`src/rtl/mmio_fabric_pkg.sv`:
```
// Shared types, region map and decode helper for the MMIO bus fabric.
// Region tables are 32 bits wide; narrower address buses are zero-extended before matching.
package mmio_fabric_pkg;

    localparam int N_SLV_MAX = 8;
    localparam int SLOT_W    = 3;

    typedef enum logic [1:0] {
        IDLE   = 2'd0,
        ACCESS = 2'd1,
        RESP   = 2'd2
    } fabric_state_t;

    localparam logic [31:0] REGION_BASE [N_SLV_MAX] = '{
        32'h0000_0000, 32'h0000_0400, 32'h0000_0800, 32'h0000_0900,
        32'hFFFF_FFFF, 32'hFFFF_FFFF, 32'hFFFF_FFFF, 32'hFFFF_FFFF
    };

    localparam logic [31:0] REGION_MASK [N_SLV_MAX] = '{
        32'hFFFF_FC00, 32'hFFFF_FF80, 32'hFFFF_FF00, 32'hFFFF_FF00,
        32'hFFFF_FFFF, 32'hFFFF_FFFF, 32'hFFFF_FFFF, 32'hFFFF_FFFF
    };

    localparam logic [2:0] REGION_WAIT [N_SLV_MAX] = '{
        3'd0, 3'd1, 3'd3, 3'd7, 3'd0, 3'd0, 3'd0, 3'd0
    };

    function automatic logic region_match(input logic [31:0] addr, input int idx);
        return (addr & REGION_MASK[idx]) == REGION_BASE[idx];
    endfunction

endpackage

```
`src/rtl/mmio_addr_decode.sv`:
```
// Combinational base/mask region decode with lowest-index priority.
module mmio_addr_decode
    import mmio_fabric_pkg::*;
#(
    parameter int ADDR_W = 32,
    parameter int N_SLV  = 4
) (
    input  logic [ADDR_W-1:0] addr,
    output logic              hit,
    output logic [SLOT_W-1:0] slot,
    output logic [2:0]        wait_cycles
);

    logic [31:0] addr_ext;

    assign addr_ext = 32'(addr);

    // Scan from the top slot down so the lowest matching index is the last to assign
    always_comb begin
        hit         = 1'b0;
        slot        = {SLOT_W{1'b0}};
        wait_cycles = 3'd0;
        for (int i = N_SLV - 1; i >= 0; i--) begin
            if (region_match(addr_ext, i)) begin
                hit         = 1'b1;
                slot        = SLOT_W'(i);
                wait_cycles = REGION_WAIT[i];
            end else begin
                hit         = hit;
            end
        end
    end

endmodule

```
`src/rtl/mmio_bus_fabric.sv`:
```
// Registered request/response MMIO fabric: decode, per-region wait states, error on miss.
// Optional RESP counters (stat_acc, stat_err) are enabled by defining MMIO_FABRIC_STATS_EN.
module mmio_bus_fabric
    import mmio_fabric_pkg::*;
#(
    parameter int ADDR_W = 32,
    parameter int DATA_W = 32,
    parameter int N_SLV  = 4
) (
    input  logic                    clk,
    input  logic                    rst,
    input  logic                    req_valid,
    input  logic                    req_we,
    input  logic [ADDR_W-1:0]       req_addr,
    input  logic [DATA_W-1:0]       req_wdata,
    output logic                    req_ready,
    output logic                    rsp_valid,
    output logic [DATA_W-1:0]       rsp_rdata,
    output logic                    rsp_err,
    output logic [N_SLV-1:0]        slv_en,
    output logic                    slv_we,
    output logic [ADDR_W-1:0]       slv_addr,
    output logic [DATA_W-1:0]       slv_wdata,
    input  logic [N_SLV*DATA_W-1:0] slv_rdata
`ifdef MMIO_FABRIC_STATS_EN
    ,
    output logic [15:0]             stat_acc,
    output logic [15:0]             stat_err
`endif
);

    fabric_state_t     state_q, state_d;
    logic              we_q, we_d;
    logic              err_q, err_d;
    logic [ADDR_W-1:0] addr_q, addr_d;
    logic [DATA_W-1:0] wdata_q, wdata_d;
    logic [DATA_W-1:0] rdata_q, rdata_d;
    logic [SLOT_W-1:0] slot_q, slot_d;
    logic [2:0]        cnt_q, cnt_d;

    logic              dec_hit;
    logic [SLOT_W-1:0] dec_slot;
    logic [2:0]        dec_wait;
    logic [DATA_W-1:0] rd_sel;

    mmio_addr_decode #(
        .ADDR_W (ADDR_W),
        .N_SLV  (N_SLV)
    ) u_decode (
        .addr        (req_addr),
        .hit         (dec_hit),
        .slot        (dec_slot),
        .wait_cycles (dec_wait)
    );

    // Read-data mux selecting the active slot's lane
    always_comb begin
        rd_sel = {DATA_W{1'b0}};
        for (int i = 0; i < N_SLV; i++) begin
            rd_sel = (slot_q == SLOT_W'(i)) ? slv_rdata[i*DATA_W +: DATA_W] : rd_sel;
        end
    end

    // Next-state and datapath update
    always_comb begin
        state_d = state_q;
        we_d    = we_q;
        err_d   = err_q;
        addr_d  = addr_q;
        wdata_d = wdata_q;
        rdata_d = rdata_q;
        slot_d  = slot_q;
        cnt_d   = cnt_q;
        case (state_q)
            IDLE: begin
                if (req_valid) begin
                    we_d    = req_we;
                    addr_d  = req_addr;
                    wdata_d = req_wdata;
                    rdata_d = {DATA_W{1'b0}};
                    slot_d  = dec_slot;
                    cnt_d   = dec_wait;
                    if (dec_hit) begin
                        state_d = ACCESS;
                        err_d   = 1'b0;
                    end else begin
                        state_d = RESP;
                        err_d   = 1'b1;
                    end
                end else begin
                    state_d = IDLE;
                end
            end
            ACCESS: begin
                if (cnt_q == 3'd0) begin
                    state_d = RESP;
                    rdata_d = we_q ? {DATA_W{1'b0}} : rd_sel;
                end else begin
                    cnt_d = cnt_q - 3'd1;
                end
            end
            RESP: begin
                state_d = IDLE;
            end
            default: begin
                state_d = IDLE;
            end
        endcase
    end

    // State and request registers
    always_ff @(posedge clk) begin
        if (rst) begin
            state_q <= IDLE;
            we_q    <= 1'b0;
            err_q   <= 1'b0;
            addr_q  <= {ADDR_W{1'b0}};
            wdata_q <= {DATA_W{1'b0}};
            rdata_q <= {DATA_W{1'b0}};
            slot_q  <= {SLOT_W{1'b0}};
            cnt_q   <= 3'd0;
        end else begin
            state_q <= state_d;
            we_q    <= we_d;
            err_q   <= err_d;
            addr_q  <= addr_d;
            wdata_q <= wdata_d;
            rdata_q <= rdata_d;
            slot_q  <= slot_d;
            cnt_q   <= cnt_d;
        end
    end

    // Slave-side strobes are pure decodes of registered state
    always_comb begin
        slv_en = {N_SLV{1'b0}};
        for (int i = 0; i < N_SLV; i++) begin
            slv_en[i] = (state_q == ACCESS) && (slot_q == SLOT_W'(i));
        end
    end

    assign slv_we    = (state_q == ACCESS) && (cnt_q == 3'd0) && we_q;
    assign slv_addr  = addr_q;
    assign slv_wdata = wdata_q;
    assign req_ready = (state_q == IDLE);
    assign rsp_valid = (state_q == RESP);
    assign rsp_rdata = (state_q == RESP) ? rdata_q : {DATA_W{1'b0}};
    assign rsp_err   = (state_q == RESP) && err_q;

`ifdef MMIO_FABRIC_STATS_EN
    logic [15:0] stat_acc_q, stat_acc_d;
    logic [15:0] stat_err_q, stat_err_d;

    // Saturating response counters
    always_comb begin
        stat_acc_d = stat_acc_q;
        stat_err_d = stat_err_q;
        if (state_q == RESP) begin
            stat_acc_d = (stat_acc_q == 16'hFFFF) ? stat_acc_q : stat_acc_q + 16'd1;
            stat_err_d = (err_q && (stat_err_q != 16'hFFFF)) ? stat_err_q + 16'd1 : stat_err_q;
        end else begin
            stat_acc_d = stat_acc_q;
        end
    end

    // Counter registers
    always_ff @(posedge clk) begin
        if (rst) begin
            stat_acc_q <= 16'd0;
            stat_err_q <= 16'd0;
        end else begin
            stat_acc_q <= stat_acc_d;
            stat_err_q <= stat_err_d;
        end
    end

    assign stat_acc = stat_acc_q;
    assign stat_err = stat_err_q;
`endif

endmodule

```
`config.mk`:
```
export PLATFORM = sky130hd
export DESIGN_NAME = mmio_bus_fabric
export DESIGN_NICKNAME = d
export VERILOG_FILES = /design/src/rtl/mmio_fabric_pkg.sv /design/src/rtl/mmio_addr_decode.sv /design/src/rtl/mmio_bus_fabric.sv
export SDC_FILE = /design/constraint.sdc
export NUM_CORES = 1
export LEC_CHECK = 0
export ABC_AREA = 1
export CAP_MARGIN = 5
export CORE_MARGIN = 10
export CORE_UTILIZATION = 37
export CTS_BUF_LIST = sky130_fd_sc_hd__clkbuf_8
export DETAILED_ROUTE_END_ITERATION = 16
export GPL_TIMING_DRIVEN = 1
export PLACE_DENSITY = 0.79
export SLEW_MARGIN = 0
export SYNTH_ARGS = -nofsm -noshare
export SYNTH_HDL_FRONTEND = slang
export SYNTH_HIERARCHICAL = 1
export SYNTH_SLANG_ARGS = --single-unit
```
`constraint.sdc`:
```
create_clock -name clk -period 1.6 [get_ports clk]
set_clock_uncertainty 0.2 [all_clocks]
set_input_delay 0.32 -clock clk [delete_from_list [all_inputs] [get_ports clk]]
set_output_delay 0.32 -clock clk [all_outputs]
set_load 0.005 [all_outputs]
```
### Word-level counts from Yosys, hierarchy flattened

Index checks and enable logic that the tools add are counted.

| word-level totals | value |
|---|---|
| logic and storage cells | 64 |
| register bits after elaboration | 106 |
| output and inout bits | 104 |
| input port bits | 196 |

| cells by class | value |
|---|---|
| reductions and logical operators | 15 |
| equal/unequal tests | 11 |
| add/sub/neg operators | 1 |
| multiplexer cells | 29 |

Operator list:

| cell | number |
|---|---|
| $mux 32 | 8 |
| $pmux 32 s2 | 1 |
| $eq 24x4->1 const B | 2 |
| $logic_not 32->1 | 1 |
| $mux 3 | 9 |
| $eq 25x4->1 const B | 1 |
| $mux 2 | 4 |
| $logic_and 1x1->1 | 7 |
| $eq 3x2->1 const B | 2 |
| $logic_not 3->1 | 2 |
| $ne 2x2->1 const B | 3 |
| $pmux 3 s2 | 1 |
| $reduce_and 3->1 | 2 |
| $mux 1 | 5 |
| $pmux 2 s2 | 1 |
| $eq 3x1->1 const B | 1 |
| $sub 3x1->3 const B | 1 |
| $eq 2x1->1 const B | 1 |
| $eq 2x2->1 const B | 1 |
| $logic_not 2->1 | 1 |
| $reduce_and 2->1 | 1 |
| $reduce_bool 2->1 | 1 |

### Depth between registers and ports, before layout

| depth | value |
|---|---|
| depth after elaboration | 8 |
| gate-level depth with buffers | 12 |

### Modules after synthesis

Netlist, hierarchy kept.

By module, submodules not included:

| module | cells an instance | area an instance (sq um) | times used | sequential area each (sq um) |
|---|---|---|---|---|
| mmio_bus_fabric | 840 | 5,461.5 | 1 | 2,122.0 |
| mmio_addr_decode | 57 | 302.8 | 1 | 0.0 |

### Worst setup path before layout

Ideal clock, no wire load.

| timing | value |
|---|---|
| path kind | reg-to-reg |
| start | reg cnt_q[0] |
| end | reg rdata_q[11] |
| cell stages (with the launch flop) | 10 |
| clock period less this slack | 1.531 ns |
| data arrival time | 1.191 ns |
| setup time | 0.140 ns |
| path buffers | 1 |
| path slack | 0.069 ns |
| required time | 1.260 ns |
| path through | dfxtp_1 > inv_1 > ha_1 > nand2_1 > nand2_1 > nand3_1 > buf_2 > nor2_1 > nand2_1 > a21oi_2 |

| between the ends | value |
|---|---|
| word-level cells in the longest chain between the ends | 3 |

RTL lines:

| item | RTL line | RTL |
|---|---|---|
| from (decl) | mmio_bus_fabric.sv:39 | `logic [2:0] cnt_q, cnt_d;` |
| from (signal assigned) | mmio_bus_fabric.sv:130 | `cnt_q <= cnt_d;` |
| $logic_not 3->1 | mmio_bus_fabric.sv:95 | `if (cnt_q == 3'd0) begin` |
| $ne 2x2->1 (no source line) | n/a |  |
| $reduce_and 3->1 (no source line) | n/a |  |
| to (signal assigned) | mmio_bus_fabric.sv:119 | `rdata_q <= {DATA_W{1'b0}};` |
| to (signal assigned) | mmio_bus_fabric.sv:128 | `rdata_q <= rdata_d;` |
| to (decl) | mmio_bus_fabric.sv:37 | `logic [DATA_W-1:0] rdata_q, rdata_d;` |

Every way passes these cells.
A chain may end at the register's enable or synchronous reset.

### Worst setup path after layout

| timing | value |
|---|---|
| start | reg state_q[1] |
| end | out rsp_rdata[28] |

| between the ends | value |
|---|---|
| word-level cells in the longest chain between the ends | 2 |

RTL lines:

| item | RTL line | RTL |
|---|---|---|
| from (decl) | mmio_bus_fabric.sv:32 | `fabric_state_t state_q, state_d;` |
| from (signal assigned) | mmio_bus_fabric.sv:123 | `state_q <= state_d;` |
| $eq 2x2->1 | mmio_bus_fabric.sv:147 | `assign rsp_rdata = (state_q == RESP) ? rdata_q : {DATA_W{1'b0}};` |
| $mux 32 | mmio_bus_fabric.sv:147 |  |
| to (decl) | mmio_bus_fabric.sv:18 | `output logic [DATA_W-1:0] rsp_rdata,` |

Every way passes these cells.

==> results.cfg <==
[timing]
rsz0062_at_grt = true
setup_violations = 146
drv_slew = 0
fin_crit_sh_pct = 125
worst_pin_slew_ps = 524
max_freq_mhz = 500
hold_viol = 0
finalWorstSetupSlack_ps = -400
max_slew_margin_pct = 65.1
layout_min_cycle_time_ps = 2000

[detailed_routing]
drt_iter0_drc = 421
drc = 0
ant_nets = 0
routed_via_density = 5.07
totalWireLength_mm = 28.4
vias = 7344
dr.pass1.iters = 5
wl_per_cell_um = 19.6

[power]
power_mw = 6.87
irDropWorstVdd_uv = 598
leakage_nw = 4.87
powerDensity_nw_per_um2 = 632

[global_route]
grt_max_degree = 72
grt_pass1_vias = 6842
overflow = 0
grt_first_pass_wirelength_mm = 36.8
grt.total_usage_pct = 22.4
antenna_found_initial = 1

[synthesis]
synth_top_family_by_area = simple AND/OR/NAND/NOR gates
synthMuxAreaShare_pct = 0
synth_top_area_share_pct = 36.8
synth_cell_type_count = 32
synthSimpleGateAreaFrac_pct = 37.1
async_reset_ff_share_pct = 0
yosysWarnings = 6
synthCells = 897
synth_area_leaders = dfxtp_1 (37%), nor2_1 (16%), nand2_1 (12%), o21ai_0 (6.3%), o211ai_1 (4.2%)
synth.top_cells.by_count = nor2_1 (241), nand2_1 (181), dfxtp_1 (106)
yosysMostFrequentCell = nor2_1
synth-compound-area-share_pct = 15.2
synth_xor_area_share_pct = 0.152
syn_area_um2 = 5760
synth_edf_count = 0
synth_fp_nets = 1095
yosysSeqAreaShare_pct = 36.8
syn_area_per_cell_um2 = 6.43
ys_seq_elements = 106
synth_area_leader_cell = dfxtp_1
synthAdderAreaFrac_pct = 0.434
ys.flop_type = dfxtp_1

[clock_network]
postCtsHoldBufs = 0
clkSinkCount = 106
insertion_delay_ps = 390
cts_tree = done
ctsRootBufferMaster = clkbuf_8
clock_path_buffers = 2
htree_levels = 3
clk_pin_slew_ps = 120
numCtsBuffers = 9

[floorplan]
die_w_um = 145
io-pin-count = 300
dieArea_um2 = 21000
initial_core_util_pct = 37.8
die_y_um = 145
rows = 45
core_area_um2 = 15300

[cells_and_area]
regArea_um2 = 2150
layout.nets = 1430
fillCellCount = 1155
layoutNonFillerInstCount = 1449
layout-drive-gt1-share_pct = 29.9
area_delta_synth_final_pct = 88.5
multiInputGateArea_um2 = 3850
fin_util_pct = 71.2

[critical_path]
rr_endpoint = rdata_q[27]$_SDFFE_PP0P_
reg2reg_from = state_q[1]$_SDFFE_PP0P_
rrSetupSlack_ps = -270
worstPathRequired_ps = 1080
r2r_cells = 11
end_kind = output pin
crit_arrival_ps = 1480
critPathKind = reg -> out
cp_max_fo = 5
startpoint_type = register

[min_path]
min_path_cells = 3
hold_start = req_addr[25]
min_path_type = in -> reg
hold_end = slv_addr[25]$_SDFFE_PP0P_

[placed_design]
port-buffer-count = 299
dp_hpwl_mm = 17.6
placed_cells_incl_taps = 1384
dp_slack_ps = -384
gp_congestion = 0.880

[outcome]
violations = setup timing
status = finished with violations

[run]
maxCapViolCount = 0
## critical path, cell delays in order, from the launching register on
cell	delay [ps]
dfxtp_2	360
inv_2	50
nor2_4	160
clkinv_4	130
clkbuf_16	190
nor2_4	90
buf_6	100
## worst max-delay path by stage
stage	cells past startpoint	slack, ps	from	endpoint
6_report	6	-400	state_q[1]$_SDFFE_PP0P_	rsp_rdata[28]
5_1_grt	7	-470	state_q[1]$_SDFFE_PP0P_	rsp_rdata[1]
4_1_cts	6	-360	state_q[1]$_SDFFE_PP0P_	rsp_rdata[10]
3_5_place_dp	12	-380	req_addr[20]	cnt_q[0]$_SDFFE_PP0P_
3_3_place_gp	9	-350	req_addr[31]	slot_q[1]$_SDFFE_PP0P_
2_1_floorplan	9	70	cnt_q[0]$_SDFFE_PP0P_	rdata_q[11]$_SDFFE_PP0P_
## layout make-up
class                      instances  area share, %
sequential                       106           19.8
clock inverter                     7          0.806
timing repair buffer             389           37.8
multi-input combinational        660           35.4
timing repair inverter             1         0.0806
antenna                            1         0.0230
inverter                          65           2.51
tap                              211           2.43
clock buffer                       9           1.14
## per-layer routing
layer | wire [µm] | vias up | part of all wire, % | track usage, %
met3 | 3420 | 55 | 12 | 8.87
met5 | 0 | - | 0 | 0
met2 | 13700 | 366 | 48 | 38.3
li1 | - | 3516 | - | -
met1 | 10500 | 3407 | 37 | 24.7
met4 | 797 | 0 | 2.8 | 7.71
## metrics by stage
stage          setup TNS, ps  hold WS, ps  area [µm²]
3_5_place_dp          -35720          256        9110
6_report              -31690         13.7       10900
3_3_place_gp          -32580          252        9110
2_1_floorplan              0          244        5760
4_1_cts               -16660          231        9790
5_1_grt               -40390         29.5       10900
## timing repair
action | in CTS | in global routing
resized for setup | 378 | 252
endpoints found under the setup margin | 162 | 146
buffers inserted | 24 | 11
pin swaps | 27 | 32
gates cloned | 7 | 15
## cell usage in the layout, fill, tap and decap left out, types with 2 or more instances in the layout
cell type and count:
nor2_1 190, nand3b_1 28, buf_4 32, inv_4 3, nand2_8 3, dlygate4sd2_1 63
a21oi_1 22, buf_6 27, nor2_4 40, buf_2 33, clkbuf_16 9, nor3_2 2
buf_16 7, dfxtp_2 18, inv_1 50, o21ai_4 2, o211ai_1 32, inv_2 9
inv_6 3, nand3_1 33, nand4_1 2, dfxtp_1 87, buf_12 17, o21ai_2 69
nand2_4 7, clkbuf_8 9, dlymetal6s2s_1 20, nor2_2 20, buf_8 6, nand2_2 20
clkdlybuf4s50_1 174, o21ai_1 3, nand2_1 156, a21oi_2 19
## state kept, by name, summed over array words and instances, names as in the netlist
register / count
rdata_q: 32
slv_addr: 32
slv_wdata: 32
cnt_q: 3
slot_q: 3
state_q: 2
err_q: 1
we_q: 1
## cells by family after synthesis
| kind of cell | count (synthesis) |
|---|---|
| DFF | 106 |
| buffers and inverters | 131 |
| AOI/OAI and AO/OA | 150 |
| xor gates and xnor gates | 1 |
| adders and majority gates | 2 |
| other | 1 |
| and+or+nand+nor | 506 |
## where the power goes
part | leakage, nW | switching (mW) | internal, mW | total, mW
logic | 3.89 | 1.03 | 1.15 | 2.18
registers | 0.878 | 0.0866 | 2.79 | 2.88
clock network | 0.105 | 1.06 | 0.758 | 1.82
(Power assumes the default switching activity.)
==> patch 1 (same flow settings) <==
Build with the macro `MMIO_FABRIC_STATS_EN` defined.
--- a/src/rtl/mmio_bus_fabric.sv
+++ b/src/rtl/mmio_bus_fabric.sv
@@ -1,4 +1,6 @@
 // Registered request/response MMIO fabric: decode, per-region wait states, error on miss.
 // Optional RESP counters (stat_acc, stat_err) are enabled by defining MMIO_FABRIC_STATS_EN.
+`define MMIO_FABRIC_STATS_EN
+
 module mmio_bus_fabric
     import mmio_fabric_pkg::*;
Check against the original RTL (old outputs only; new: stat_acc and stat_err): equivalent (Yosys induction, for registers that start in step).
==> patch 1 against the unedited design <==
- the flow still finishes with violations (setup timing)
- count of clock-buffer cells in the layout rose by 8
- total power rose by 28%
- wire length grew 25%
- sequential cell count up 32
- area after synthesis up 29%
- die area is 25% higher
- worst setup slack improved by 35 ps
- design area rose by 29%
- sequential share of layout area increased by 0.55 points
- core utilization rose by 0.37 points
==> patch 1: results (changes against the unedited design) <==
[detailed_routing]
vias=9542  ; was 7344
dr.pass1.iters=5  ; unchanged
drt_iter0_drc=482  ; was 421
wire_per_inst_um=18.59  ; was 19.61 um

[timing]
setup-violations-final=124  ; was 146
tns_ps=-20130  ; was -31690 ps
setup_slack_ps=-364.3  ; was -399.7 ps

[global_routing]
antenna_found_initial=0  ; was 1
grt_max_degree=60  ; was 72
grt_pass1_vias=8985  ; was 6842
track_usage_pct=22.97  ; was 22.39%
grt_first_pass_wirelength_um=48200  ; was 36820 um

[placement]
placed_cell_area_um2=11700  ; was 9111 um^2
dp_hpwl_um=22540  ; was 17610 um
portBuffers=331  ; was 299
gp_congestion=0.8883  ; was 0.8796

[cells_and_area]
layout.nets=1831  ; was 1430
drive_gt1_share_pct=38.26  ; was 29.91%
antenna_cells=0  ; was 1
nFillCells=1433  ; was 1155

[synth]
seq_area_frac_synth_pct=37.19  ; was 36.81%
synthAdderAreaFrac_pct=0.6737  ; was 0.4341%
ys.flop_type=dfxtp_1  ; unchanged
synth-compound-area-share_pct=15.21  ; was 15.24%
syn-num-nets=1380  ; was 1095
yosysUniqueCellTypes=43  ; was 32
synth_commonest_cells=nor2_1 (280), nand2_1 (258), o21ai_0 (139)  ; was nor2_1 (241), nand2_1 (181), dfxtp_1 (106)
async_flop_share_pct=0  ; unchanged
synthXorXnorAreaFrac_pct=1.651  ; was 0.1519%
synth_area_leaders=dfxtp_1 (37%), nor2_1 (14%), nand2_1 (13%)  ; was dfxtp_1 (37%), nor2_1 (16%), nand2_1 (12%)
yosysWarnings=6  ; unchanged
synthMuxAreaShare_pct=0.1347  ; was 0%

[worst_hold_path]
hold_path_class=input pin to register  ; unchanged

[clocking]
path_clk_slew_ps=90  ; was 120 ps
clk_path_buf_depth=2  ; unchanged
clock_latency_ps=450  ; was 390 ps
numCtsBuffers=17  ; was 9
cts_htree_levels=4  ; was 3
cts_root_buffer=clkbuf_8  ; unchanged

[power]
peakVddDrop_mv=0.5622  ; was 0.5975 mV
p_leak_nw=5.985  ; was 4.870 nW

[worst_setup_path]
critPathArrivalTime_ps=1440  ; was 1480 ps
path_max_fanout=7  ; was 5

[run_status]
failed_checks=setup timing  ; unchanged
status=finished, violations left  ; unchanged

[patch 1: changes by cell type in the layout (fill, tap and decap cells not counted), sizes merged, moves of 34 or more]
cell,before,now
buf,122,211
nand2,186,266
o21ai,74,150
inv,67,127
dlygate4sd2,63,5
clkbuf,18,63
nor2,250,294
clkdlybuf4s15,1,35
[patch 1: final cells by class]
cell class                 instances  area [um^2]  area share [%]
multi-input combinational        859         5145           36.68
timing repair buffer             494         4826           34.41
sequential                       138         2850           20.32
inverter                         121        476.7           3.399
tap                              265        331.6           2.364
clock buffer                      17        234.0           1.668
clock inverter                    15        162.7           1.160
[patch 1: worst max-delay path, stage by stage, from the launching register on]
cell and delay, ps:
dfxtp_4 380, inv_8 80, nand2_8 90, buf_6 160, nor2_1 130, buf_2 150
[patch 1: kinds of logic after synthesis]
kind of cell,Yosys count
other,1
muxes,1
AOI/OAI and AO/OA,218
buffers and inverters,184
xor gates and xnor gates,14
DFF,138
and+or+nand+nor,620
adders and majority gates,4
[patch 1: path summary, 6_finish.rpt]
kind              cells past startpoint                   endpoint  slack (ps)                      start
setup / recovery                      5              rsp_rdata[28]        -360    state_q[0]$_SDFFE_PP0P_
hold / removal                        3  slv_addr[30]$_SDFFE_PP0P_           3               req_addr[30]
setup reg to reg                     10    rdata_q[5]$_SDFFE_PP0P_        -280      cnt_q[0]$_SDFFE_PP0P_
hold reg to reg                       2  slv_addr[10]$_SDFFE_PP0P_         270  slv_addr[10]$_SDFFE_PP0P_
[patch 1: per-stage QoR]
step | power (W) | worst slack (ps) | std cells
after floorplan | 0.004380 | 13.48 | 1180
after global placement | 0.005473 | -501.9 | 1818
after detailed placement | 0.005499 | -548.0 | 1818
after CTS | 0.008506 | -330.5 | 1886
after global routing | 0.009159 | -410.9 | 1909
final | 0.008779 | -364.3 | 1909
[patch 1: per-layer routing]
metal | wire, um | global-route usage (%) | vias up
met5 | 0 | 0 | -
met4 | 1064 | 6.369 | 0
met3 | 3759 | 9.505 | 79
met2 | 17600 | 40.08 | 457
met1 | 13060 | 25.11 | 4432
li1 | - | - | 4574
[patch 1: power by group]
part | leakage (nW) | total, W | switching, W | internal [W]
sequential | 1.15 | 0.00366 | 0.0000918 | 0.00357
clock | 0.205 | 0.00296 | 0.00154 | 0.00142
combinational | 4.63 | 0.00216 | 0.00104 | 0.00112
[patch 1: timing repair]
action	4_1_cts	5_1_grt
gates resized for setup	534	447
hold endpoints to repair	0	3
pin swaps	32	80
cloned	8	8
buffers inserted	28	19
setup endpoints to repair	210	253
hold buffers	0	3
==> patch 2 (config.mk and constraints unchanged) <==
Without the edit above. Put a register stage on the output `rsp_err`, cleared by the reset. The value now appears one clock later. The other outputs are not delayed to match.
--- a/src/rtl/mmio_bus_fabric.sv
+++ b/src/rtl/mmio_bus_fabric.sv
@@ -146,5 +146,11 @@
     assign rsp_valid = (state_q == RESP);
     assign rsp_rdata = (state_q == RESP) ? rdata_q : {DATA_W{1'b0}};
-    assign rsp_err   = (state_q == RESP) && err_q;
+    always_ff @(posedge clk) begin
+        if (rst) begin
+            rsp_err <= '0;
+        end else begin
+            rsp_err <= (state_q == RESP) && err_q;
+        end
+    end
 
 `ifdef MMIO_FABRIC_STATS_EN
Formal check against the unedited RTL: not equivalent (Yosys sat finds a counterexample within 4 cycles, from zero or initial values and one cycle with rst high).
==> patch 2 against the unedited design <==
- the run still ends with setup timing left
- synthesized cell count is 0.89% lower
- sequential cell count is 1 higher
- sequential power hardly changed
- total power is 6.2% lower
- wire length is 7.8% lower
- clock power is 12% lower
- worst setup slack better by 95 ps
- die area is 0.58% lower
- design area is 2.2% lower
- area after synthesis is 0.67% lower
==> patch 2: results (changes against the unedited design) <==
[cells_and_area]
layout.nets=1434  ; was 1430
multi_input_area_share_pct=35.27  ; was 35.41%
design.seq.count=107  ; was 106
inverters=62  ; was 66
seq_share_pct=20.42  ; was 19.77%
signal_buffer_area_fraction_pct=37.98  ; was 37.83%
drive_gt1_share_pct=28.12  ; was 29.91%
final_cells=1430  ; was 1449
clockNetworkAreaShare_pct=1.672  ; was 1.946%
nFillCells=1262  ; was 1155

[detailed_routing]
wire_per_inst_um=18.32  ; was 19.61 um
vias=7178  ; was 7344
wl_met1_um=10070  ; was 10520 um

[power]
peakVddDrop_mv=0.6394  ; was 0.5975 mV
pwr_density_cell_nw_per_um2=606.8  ; was 632.2 nW/um^2
p_leak_nw=4.916  ; was 4.870 nW

[synth]
synthXorXnorAreaFrac_pct=0.1530  ; was 0.1519%
synthAdderAreaFrac_pct=0.4371  ; was 0.4341%
syn_inst=889  ; was 897
yosysUniqueCellTypes=34  ; was 32
seq_area_frac_synth_pct=37.41  ; was 36.81%

[clocking]
postCtsSetupBuffers=15  ; was 24
path_clk_slew_ps=100  ; was 120 ps

[run_status]
failed_checks=setup timing  ; unchanged
status=finished, violations left  ; unchanged

[timing]
setup_slack_ps=-305.0  ; was -399.7 ps
setup-violations-final=73  ; was 146
tightest_slew_ps=599.2  ; was 524.3 ps

[global_routing]
use_met3_pct=8.560  ; was 8.866%
track_usage_pct=22.70  ; was 22.39%
use_met2_pct=37.11  ; was 38.26%

[placement]
preCtsSetupSlack_ps=-503.8  ; was -384.4 ps
gp_congestion=0.8809  ; was 0.8796
placed_cell_area_um2=9216  ; was 9111 um^2
dp_hpwl_um=18120  ; was 17610 um

[worst_setup_path]
path_max_fanout=7  ; was 5

[patch 2: cell count changes after synthesis, moves of 4 or more]
cell / change
a21oi_1: +9
nand3b_1: -4
a21oi_2: -9
inv_1: -4
o211ai_1: -8
nand3_1: +16
o21ai_1: +8
nor2_1: -4
buf_2: +7
clkbuf_1: -4
nand2_1: -22
[patch 2: path summary, 6_finish.rpt]
path | from | end | slack (ps) | depth (start not counted)
worst min-delay path | req_addr[19] | slv_addr[19]$_SDFFE_PP0P_ | 30 | 3
worst min register to register | rdata_q[26]$_SDFFE_PP0P_ | rdata_q[26]$_SDFFE_PP0P_ | 270 | 2
worst max register to register | cnt_q[0]$_SDFFE_PP0P_ | rdata_q[5]$_SDFFE_PP0P_ | -220 | 11
worst max-delay path | state_q[1]$_SDFFE_PP0P_ | rsp_rdata[14] | -300 | 6
[patch 2: power breakdown]
group          switching (W)  internal, W
Clock                0.00102     0.000580
Sequential         0.0000720      0.00281
Combinational       0.000915      0.00105
